--- config.mk ---
export PLATFORM = sky130hd
export DESIGN_NAME = io_cmd_decoder
export DESIGN_NICKNAME = d
export VERILOG_FILES = /design/src/rtl/io_cmd_decoder.sv
export SDC_FILE = /design/constraint.sdc
export NUM_CORES = 1
export LEC_CHECK = 0
export ABC_AREA = 1
export CAP_MARGIN = 0
export CELL_PAD_IN_SITES_DETAIL_PLACEMENT = 0
export CELL_PAD_IN_SITES_GLOBAL_PLACEMENT = 2
export CORE_MARGIN = 1
export CORE_UTILIZATION = 33
export DETAILED_ROUTE_END_ITERATION = 10
export PLACE_DENSITY_LB_ADDON = 0.1
export SLEW_MARGIN = 20
export SYNTH_ARGS = -nofsm -noshare
export SYNTH_HDL_FRONTEND = slang
export SYNTH_SLANG_ARGS = --single-unit
--- constraint.sdc ---
create_clock -name clk -period 2.58 [get_ports clk]
set_input_delay 0.774 -clock clk [delete_from_list [all_inputs] [get_ports clk]]
set_output_delay 0.774 -clock clk [all_outputs]
set_load 0.01 [all_outputs]
--- src/rtl/io_cmd_decoder.sv ---
// Single-byte command parser between the UART RX FIFO and the UART TX serializer.
// Pops commands, drives sw_rst/start, and answers with an ack byte plus an optional data byte.
module io_cmd_decoder #(
    parameter int RST_PULSE_CYCLES = 16,
    parameter int CMD_WIDTH        = 8
) (
    input  logic                 clk,
    input  logic                 rst,
    input  logic                 rx_fifo_empty,
    input  logic                 rx_fifo_out_valid,
    input  logic [CMD_WIDTH-1:0] rx_fifo_out_data,
    output logic                 rx_fifo_re,
    input  logic                 rx_block_timeout,
    input  logic                 tx_bsy,
    output logic                 send_trig,
    output logic [CMD_WIDTH-1:0] send_data,
    output logic                 sw_rst,
    output logic                 start
);

    localparam logic [3:0] IDLE     = 4'd0;
    localparam logic [3:0] RD_CMD   = 4'd1;
    localparam logic [3:0] DECODE   = 4'd2;
    localparam logic [3:0] RD_ARG   = 4'd3;
    localparam logic [3:0] WAIT_ARG = 4'd4;
    localparam logic [3:0] TX_TRIG  = 4'd5;
    localparam logic [3:0] TX_HI    = 4'd6;
    localparam logic [3:0] TX_LO    = 4'd7;
    localparam logic [3:0] RST_HOLD = 4'd8;

    localparam logic [CMD_WIDTH-1:0] CMD_SW_RST = 'h01;
    localparam logic [CMD_WIDTH-1:0] CMD_START  = 'h02;
    localparam logic [CMD_WIDTH-1:0] CMD_ECHO   = 'h03;
    localparam logic [CMD_WIDTH-1:0] CMD_STATUS = 'h04;
    localparam logic [CMD_WIDTH-1:0] ACK_BIT    = 'h80;
    localparam logic [CMD_WIDTH-1:0] NACK       = 'hFF;
    localparam logic [7:0]           RST_LOAD   = 8'(RST_PULSE_CYCLES);

    logic [3:0]           state_q, state_d;
    logic [CMD_WIDTH-1:0] cmd_q, cmd_d;
    logic                 pend_q, pend_d;
    logic [CMD_WIDTH-1:0] pend_byte_q, pend_byte_d;
    logic [6:0]           err_cnt_q, err_cnt_d;
    logic [7:0]           rst_cnt_q, rst_cnt_d;
    logic                 rx_fifo_re_q, rx_fifo_re_d;
    logic                 send_trig_q, send_trig_d;
    logic [CMD_WIDTH-1:0] send_data_q, send_data_d;
    logic                 sw_rst_q, sw_rst_d;
    logic                 start_q, start_d;
    logic                 err_inc;

    assign rx_fifo_re = rx_fifo_re_q;
    assign send_trig  = send_trig_q;
    assign send_data  = send_data_q;
    assign sw_rst     = sw_rst_q;
    assign start      = start_q;

    // Saturating error counter, bumped by unknown commands and dropped frames.
    always_comb begin
        err_cnt_d = err_cnt_q;
        if (err_inc && (err_cnt_q != 7'h7F)) begin
            err_cnt_d = err_cnt_q + 7'd1;
        end
    end

    always_comb begin
        state_d      = state_q;
        cmd_d        = cmd_q;
        pend_d       = pend_q;
        pend_byte_d  = pend_byte_q;
        rst_cnt_d    = rst_cnt_q;
        send_data_d  = send_data_q;
        rx_fifo_re_d = 1'b0;
        send_trig_d  = 1'b0;
        sw_rst_d     = 1'b0;
        start_d      = 1'b0;
        err_inc      = 1'b0;

        case (state_q)
            IDLE: begin
                if (!rx_fifo_empty) begin
                    rx_fifo_re_d = 1'b1;
                    state_d      = RD_CMD;
                end
            end

            RD_CMD: begin
                if (rx_fifo_out_valid) begin
                    cmd_d   = rx_fifo_out_data;
                    // Registered so start is high exactly during the DECODE cycle.
                    start_d = (rx_fifo_out_data == CMD_START);
                    state_d = DECODE;
                end
            end

            DECODE: begin
                if (cmd_q == CMD_ECHO) begin
                    state_d = RD_ARG;
                end else begin
                    state_d = TX_TRIG;
                    case (cmd_q)
                        CMD_SW_RST, CMD_START: begin
                            send_data_d = cmd_q | ACK_BIT;
                        end
                        CMD_STATUS: begin
                            send_data_d = cmd_q | ACK_BIT;
                            pend_d      = 1'b1;
                            pend_byte_d = {1'b0, err_cnt_q};
                        end
                        default: begin
                            send_data_d = NACK;
                            err_inc     = 1'b1;
                        end
                    endcase
                end
            end

            RD_ARG: begin
                if (!rx_fifo_empty) begin
                    rx_fifo_re_d = 1'b1;
                    state_d      = WAIT_ARG;
                end else if (rx_block_timeout) begin
                    err_inc = 1'b1;
                    state_d = IDLE;
                end
            end

            WAIT_ARG: begin
                if (rx_fifo_out_valid) begin
                    pend_d      = 1'b1;
                    pend_byte_d = rx_fifo_out_data;
                    send_data_d = CMD_ECHO | ACK_BIT;
                    state_d     = TX_TRIG;
                end
            end

            TX_TRIG: begin
                if (!tx_bsy) begin
                    send_trig_d = 1'b1;
                    state_d     = TX_HI;
                end
            end

            TX_HI: begin
                if (tx_bsy) begin
                    state_d = TX_LO;
                end
            end

            // send_data may only move here, after the serializer has let go of it.
            TX_LO: begin
                if (!tx_bsy) begin
                    if (pend_q) begin
                        pend_d      = 1'b0;
                        send_data_d = pend_byte_q;
                        state_d     = TX_TRIG;
                    end else if (cmd_q == CMD_SW_RST) begin
                        rst_cnt_d = RST_LOAD;
                        sw_rst_d  = 1'b1;
                        state_d   = RST_HOLD;
                    end else begin
                        state_d = IDLE;
                    end
                end
            end

            RST_HOLD: begin
                if (rst_cnt_q <= 8'd1) begin
                    state_d = IDLE;
                end else begin
                    rst_cnt_d = rst_cnt_q - 8'd1;
                    sw_rst_d  = 1'b1;
                end
            end

            default: begin
                state_d = IDLE;
            end
        endcase
    end

    always_ff @(posedge clk) begin
        if (rst) begin
            state_q      <= IDLE;
            cmd_q        <= '0;
            pend_q       <= 1'b0;
            pend_byte_q  <= '0;
            err_cnt_q    <= '0;
            rst_cnt_q    <= '0;
            rx_fifo_re_q <= 1'b0;
            send_trig_q  <= 1'b0;
            send_data_q  <= '0;
            sw_rst_q     <= 1'b0;
            start_q      <= 1'b0;
        end else begin
            state_q      <= state_d;
            cmd_q        <= cmd_d;
            pend_q       <= pend_d;
            pend_byte_q  <= pend_byte_d;
            err_cnt_q    <= err_cnt_d;
            rst_cnt_q    <= rst_cnt_d;
            rx_fifo_re_q <= rx_fifo_re_d;
            send_trig_q  <= send_trig_d;
            send_data_q  <= send_data_d;
            sw_rst_q     <= sw_rst_d;
            start_q      <= start_d;
        end
    end

endmodule

==> results.tsv <==
stage	metric	value	unit
finish	Antenna diodes	0	
route	drt drc	0	
finish	area delta synth->final	19.1	%
yosys	synthesized area per cell	6.60	µm²
power_and_ir_drop	Flop pwr share	37.5	%
route	WL/cell	12.2	µm
yosys	Async SR Flop Fraction	0	%
cts	clk slew on worst S/H paths	90	ps
timing	Finish-stage setup viols	0	
yosys	syn nets	392	
timing	Fin Hold WS	450	ps
die	die footprint	7850	µm²
power_and_ir_drop	switching part of the total power	39.8	%
setup_path	crit path max fanout	2	
finish	filler instances	818	
route	total wire length	6140	µm
setup_path	Setup CP Type	flip-flop to output pin	
timing	Final period util	76.4	%
yosys	Synth area leaders	dfxtp_1, nand2_1, nor2_1	
timing	Clock Skew	7.40	ps
yosys	leading area contributor after synthesis	dfxtp_1	
cts	CTS Buf Count	5	
yosys	Netlist cell types	29	
power_and_ir_drop	leak pwr	1.24	nW
place	Setup WS pre-CTS	316	ps
setup_path	Critical-path top delay cell	clkdlybuf4s50_1	
yosys	Most used DFF post-synth	dfxtp_1	
setup_path	worst-path cell chain	clkdlybuf4s50_1	
place	HPWL Detailed	4670	µm
yosys	Post-synth EDFFs	0	
setup_path	RR Startpoint	state_q[1]	
setup_path	delay-heaviest family, CP	buffers and inverters	
route	DRT iter0 DRCs	79	
cts	Longest Clk Path Bufs	2	
power_and_ir_drop	combinational power share	41.5	%
place	I/O Buffers	25	
cts	CTS tree	built	
yosys	Syn. warnings	0	
die	DIE HEIGHT	88.6	µm
yosys	part of the Yosys area used for sequential elements	38.8	%
cts	clk_lat worst skew	300	ps
timing	Fin Setup TNS	0	ps
power_and_ir_drop	peak supply drop	0.275	mV
setup_path	worst path bufs/invs	1	
cts	H-tree levels	2	
setup_path	Worst path depth	1	
finish	# nets final	418	
setup_path	Setup crit end	send_data[1]	
yosys	Post-synth top cells	nand2_1, nor2_1, dfxtp_1	
power_and_ir_drop	Clk pwr share	21.0	%
grt	total global routing overflow	0	
finish	FF+latch area	961	µm²
setup_path	worst stage delay on the critical path	540	ps
grt	vias in the first global route	2121	
power_and_ir_drop	pwr dens	940	nW/µm²
die	Ports	26	
run_status	status	finished clean	
grt	initial antenna violation count	0	
timing	fmax	507	MHz
cts	Post-CTS Hold Buffers	0	
power_and_ir_drop	switching power total	1.10	mW
yosys	Synth top area share	38.8	%
yosys	synthesized flop and latch total	48	
timing	post-route setup slack	608	ps
setup_path	CP Launch Type	flip-flop	
setup_path	worst r2r dst	send_data[7]	
timing	unrepaired setup endpoints after global routing	false	
timing	Slew headroom	64.9	%
yosys	Syn Inst Count	375	
power_and_ir_drop	internal power	1.67	mW
setup_path	Critical Path RT	1810	ps
route	DRT antenna net count	0	
cts	Root Driver	clkbuf_8	
die	Initial Utilization	34.1	%
flow_run	Max Cap Violations	0	
timing	worst-margin pin slew	525	ps
setup_path	flop-to-flop setup slack	620	ps
hold_path	worst hold path type	flip-flop to flip-flop	
setup_path	crit path launch	send_data[1]	
grt	first-pass GRT wire length	10100	µm
die	Core Box Area	7250	µm²
die	num rows	31	
cts	CTS sink count	48	
setup_path	Critical Path End Type	output pin	
die	Die W	88.6	µm
yosys	synthesized area	2470	µm²
timing	Final min period	1970	ps
finish	multi-input logic area	1330	µm²
route	Vias	2305	
setup_path	depth of the worst register-to-register path	9	
route	first drt pass iteration count	4	
finish	fraction of layout cells with a size suffix above 1	7.46	%
grt	GRT Util Overall	17.0	%
cts	setup bufs post-CTS	0	
power_and_ir_drop	Final Power	2.77	mW
yosys	most common cell in the netlist	nand2_1	
grt	largest net degree at the start of global routing	22	
timing	Final Hold Vio Count	0	
setup_path	CP arrival	1200	ps
cts	# resized after CTS	0	
place	post-placement cell count	493	
place	Final GP Congestion	0.777	
route	DR vias/cell	4.60	
timing	Slew Viols, Final	0	
finish	final non-filler cell total	501	
[layout by cell type, fill, tap and decap left out, types with 2 or more instances in the layout]
cell,instances
nand2_1,88
nor2_1,64
dfxtp_1,48
inv_1,30
a21oi_1,30
o21ai_0,29
nand3_1,28
clkdlybuf4s50_1,25
xor2_1,9
nor3_1,8
nand2_2,6
clkbuf_8,6
inv_2,4
buf_4,4
ha_1,3
nor2_2,2
nor2_4,2
nor4_1,2
nand3b_1,2
[worst min-delay path by stage]
stage	start	end	slack (ps)	cells past startpoint
after floorplan	cmd_q[6]	cmd_q[6]	420	2
after global placement	cmd_q[5]	cmd_q[5]	430	2
after detailed placement	cmd_q[7]	cmd_q[7]	440	2
after CTS	cmd_q[7]	cmd_q[7]	450	2
after global routing	cmd_q[7]	cmd_q[7]	470	2
final	cmd_q[4]	cmd_q[4]	450	2
[state kept, by name, summed over array words and instances (netlist names)]
signal,flops
send_data,8
rst_cnt_q,8
cmd_q,8
start,1
pend_q,1
err_cnt_q,7
rx_fifo_re,1
send_trig,1
pend_byte_q,8
sw_rst,1
state_q,4
[routing by layer]
layer | share of wire, % | vias up | global-route usage [%]
li1 | - | 1258 | -
met1 | 49 | 1014 | 22.2
met2 | 47 | 29 | 28.5
met3 | 2.8 | 4 | 2.52
met4 | 0.86 | 0 | 6.01
met5 | 0 | - | 0
[logic make-up after synthesis]
group,synth area share (%)
buf+inv,7.48
simple gates,35.5
flops,38.8
compound gates,13.1
xor+xnor,3.54
fa+ha+maj,1.52
[power groups by stage]
| stage | Clock, mW | Combinational, mW | Sequential (mW) |
|---|---|---|---|
| final | 0.582 | 1.15 | 1.04 |
| after global placement | 0 | 1.16 | 1.06 |
| after global routing | 0.636 | 1.34 | 1.06 |
| after CTS | 0.612 | 1.16 | 1.04 |
| after floorplan | 0 | 0.821 | 1.05 |
| after detailed placement | 0 | 1.16 | 1.06 |
[tightest hold or removal path: cells and delay by family, from the launching register on]
family / cells / cell delay (ps)
buf+inv: 1 / 50
flops: 1 / 320
compound gates: 1 / 50
[cell type report]
class | instances | area share [%]
Clock buffer | 6 | 2.80
Clock inverter | 2 | 1.32
Inverter | 35 | 4.46
Multi-Input combinational cell | 282 | 45.1
Sequential cell | 48 | 32.6
Tap cell | 99 | 4.20
Timing Repair Buffer | 29 | 9.51
[metrics by stage]
stage / utilization, % / instance area, µm²
finish: 40.6 / 2950
global placement: 39.0 / 2830
floorplan: - / 2470
CTS: 40.6 / 2950
detailed placement: 39.0 / 2830
global route: 40.6 / 2950
Note: power is estimated with default switching activity, not from simulation.
==> edit (same flow settings) <==
Set the parameter `RST_PULSE_CYCLES` to 8 (it was 16).
--- a/src/rtl/io_cmd_decoder.sv
+++ b/src/rtl/io_cmd_decoder.sv
@@ -1,7 +1,7 @@
 // Single-byte command parser between the UART RX FIFO and the UART TX serializer.
 // Pops commands, drives sw_rst/start, and answers with an ack byte plus an optional data byte.
 module io_cmd_decoder #(
-    parameter int RST_PULSE_CYCLES = 16,
+    parameter int RST_PULSE_CYCLES = 8,
     parameter int CMD_WIDTH        = 8
 ) (
     input  logic                 clk,
Behaviour: same outputs for any inputs over 10 cycles, from zero or initial values and one cycle with rst high; that may be too few to reach the edited logic, so the function may still have changed.
==> edit against the original RTL <==
Area after synthesis up 1.5%; fmax is 2.3% lower; power down 13%; wire length is 2.0% higher; sequential cell count did not move; highest routed layer unchanged; cell area decreased by 0.13%; via count grew 2.9%; setup slack got worse by 0.047 ns.
==> edit: results (changes against the original RTL) <==
routed wl met2=2950 um (+2.7%); crit-path leading delay family=simple AND/OR/NAND/NOR gates; Post-DP HPWL=4660 um (-0.14%); seq pwr=997 uW (-4%); share of cells above drive strength 1=7.14% (-0.32 points); peak supply drop=267 uV (-2.9%); post-synthesis mux area share=0% (unchanged); leakage power=0.00124 uW (+0.12%); sequential fraction of the synthesis area=38.2% (-0.58 points); Worst-Margin Slew=0.544 ns (+0.0191 ns); nets=422 (+0.96%); post-synthesis adder-cell area fraction=1.49% (-0.023 points); routed vias/inst=4.70 (+2.0%); worst setup path category=reg -> reg; Compound-Gate Fraction of Synth Area=12.9% (-0.20 points); First DRT Iteration DRCs=67 (-15%); clock group share of total power=19.5% (-1.5 points); largest stage delay on the critical path=0.47 ns (-0.07 ns); largest net degree at the start of global routing=25 (+14%); status=completed; sw frac=39.7% (-0.055 points); crit-path max FO=11 (+9); Syn Nets=397 (+1.3%); met3 wire length=164 um (-5.7%); mapped cell area=0.00251 mm2 (+1.5%); metal1 wirelength=3080 um (+1.6%); Routed WL=6260 um (+2.0%); top post-synthesis cells by area=dfxtp_1 (38%), nand2_1 (13%), nor2_1 (9.7%), a21oi_1 (6.0%), o21ai_0 (5.8%); vias in the first global route=2,160 (+1.8%); xor-xnor portion of the synthesized cell area=3.49% (-0.053 points); Layout Skew=0.0104 ns (+0.00300 ns); gp weighted congestion=0.783 (+0.79%); most instantiated cells after synthesis=nand2_1 (86), nor2_1 (65), dfxtp_1 (48), inv_1 (35), a21oi_1 (30); # fillers=856 (+4.6%); CP Data Arrival Time=2.22 ns (+1.02 ns); GRT Overall Usage=17.2% (+0.20 points)
edit: cell count changes after synthesis, moves of 2 or more:
cell,delta
clkbuf_1,-3
inv_1,+5
nand4_1,+3
nand2_1,-2
edit: cells by family after synthesis:
family	after synthesis
and+or+nand+nor	208
adders and majority gates	3
xor gates and xnor gates	10
buffers and inverters	48
DFF	48
AOI/OAI and AO/OA	63
edit: final cells by class:
class                      instances  area, um2  area share, %
clock buffer                       7       86.3           2.93
clock inverter                     1       7.51          0.255
inverter                          39        146           4.97
multi-input combinational        284       1350           46.0
sequential                        48        961           32.7
tap                               99        124           4.21
timing repair buffer              27        265           9.01
edit: worst reg2reg max path: stages (launching register included):
cell,delay [ns]
dfxtp_1,0.47
nand2_2,0.13
nor2_4,0.30
inv_1,0.13
nor2_1,0.17
nand3_2,0.20
nand2_2,0.23
inv_1,0.13
nor2_1,0.11
nor2_1,0.05
edit: final timing paths:
path,cells after the start,slack [ns],to
setup reg to reg,9,0.56,rst_cnt_q[1]$_SDFFE_PP0P_
hold reg to reg,2,0.45,cmd_q[4]$_SDFFE_PP0P_
hold / removal,2,0.45,cmd_q[4]$_SDFFE_PP0P_
setup / recovery,9,0.56,rst_cnt_q[1]$_SDFFE_PP0P_
edit: per-layer routing:
metal,vias to the layer above,global-route usage [%]
li1,1275,-
met1,1065,22.7
met2,24,28.9
met3,7,3.23
met4,0,4.33
met5,-,0
edit: stage by stage:
stage          cells  worst slack, ns  area, um2  utilization [%]  total power [uW]
3_5_place_dp     497            0.312       2850             39.1              1960
5_1_grt          505            0.369       2940             40.4              2650
4_1_cts          505            0.547       2940             40.4              2440
6_report         505            0.561       2940             40.4              2400
2_1_floorplan    380             1.00       2510                -              1690
3_3_place_gp     497            0.344       2850             39.1              1970
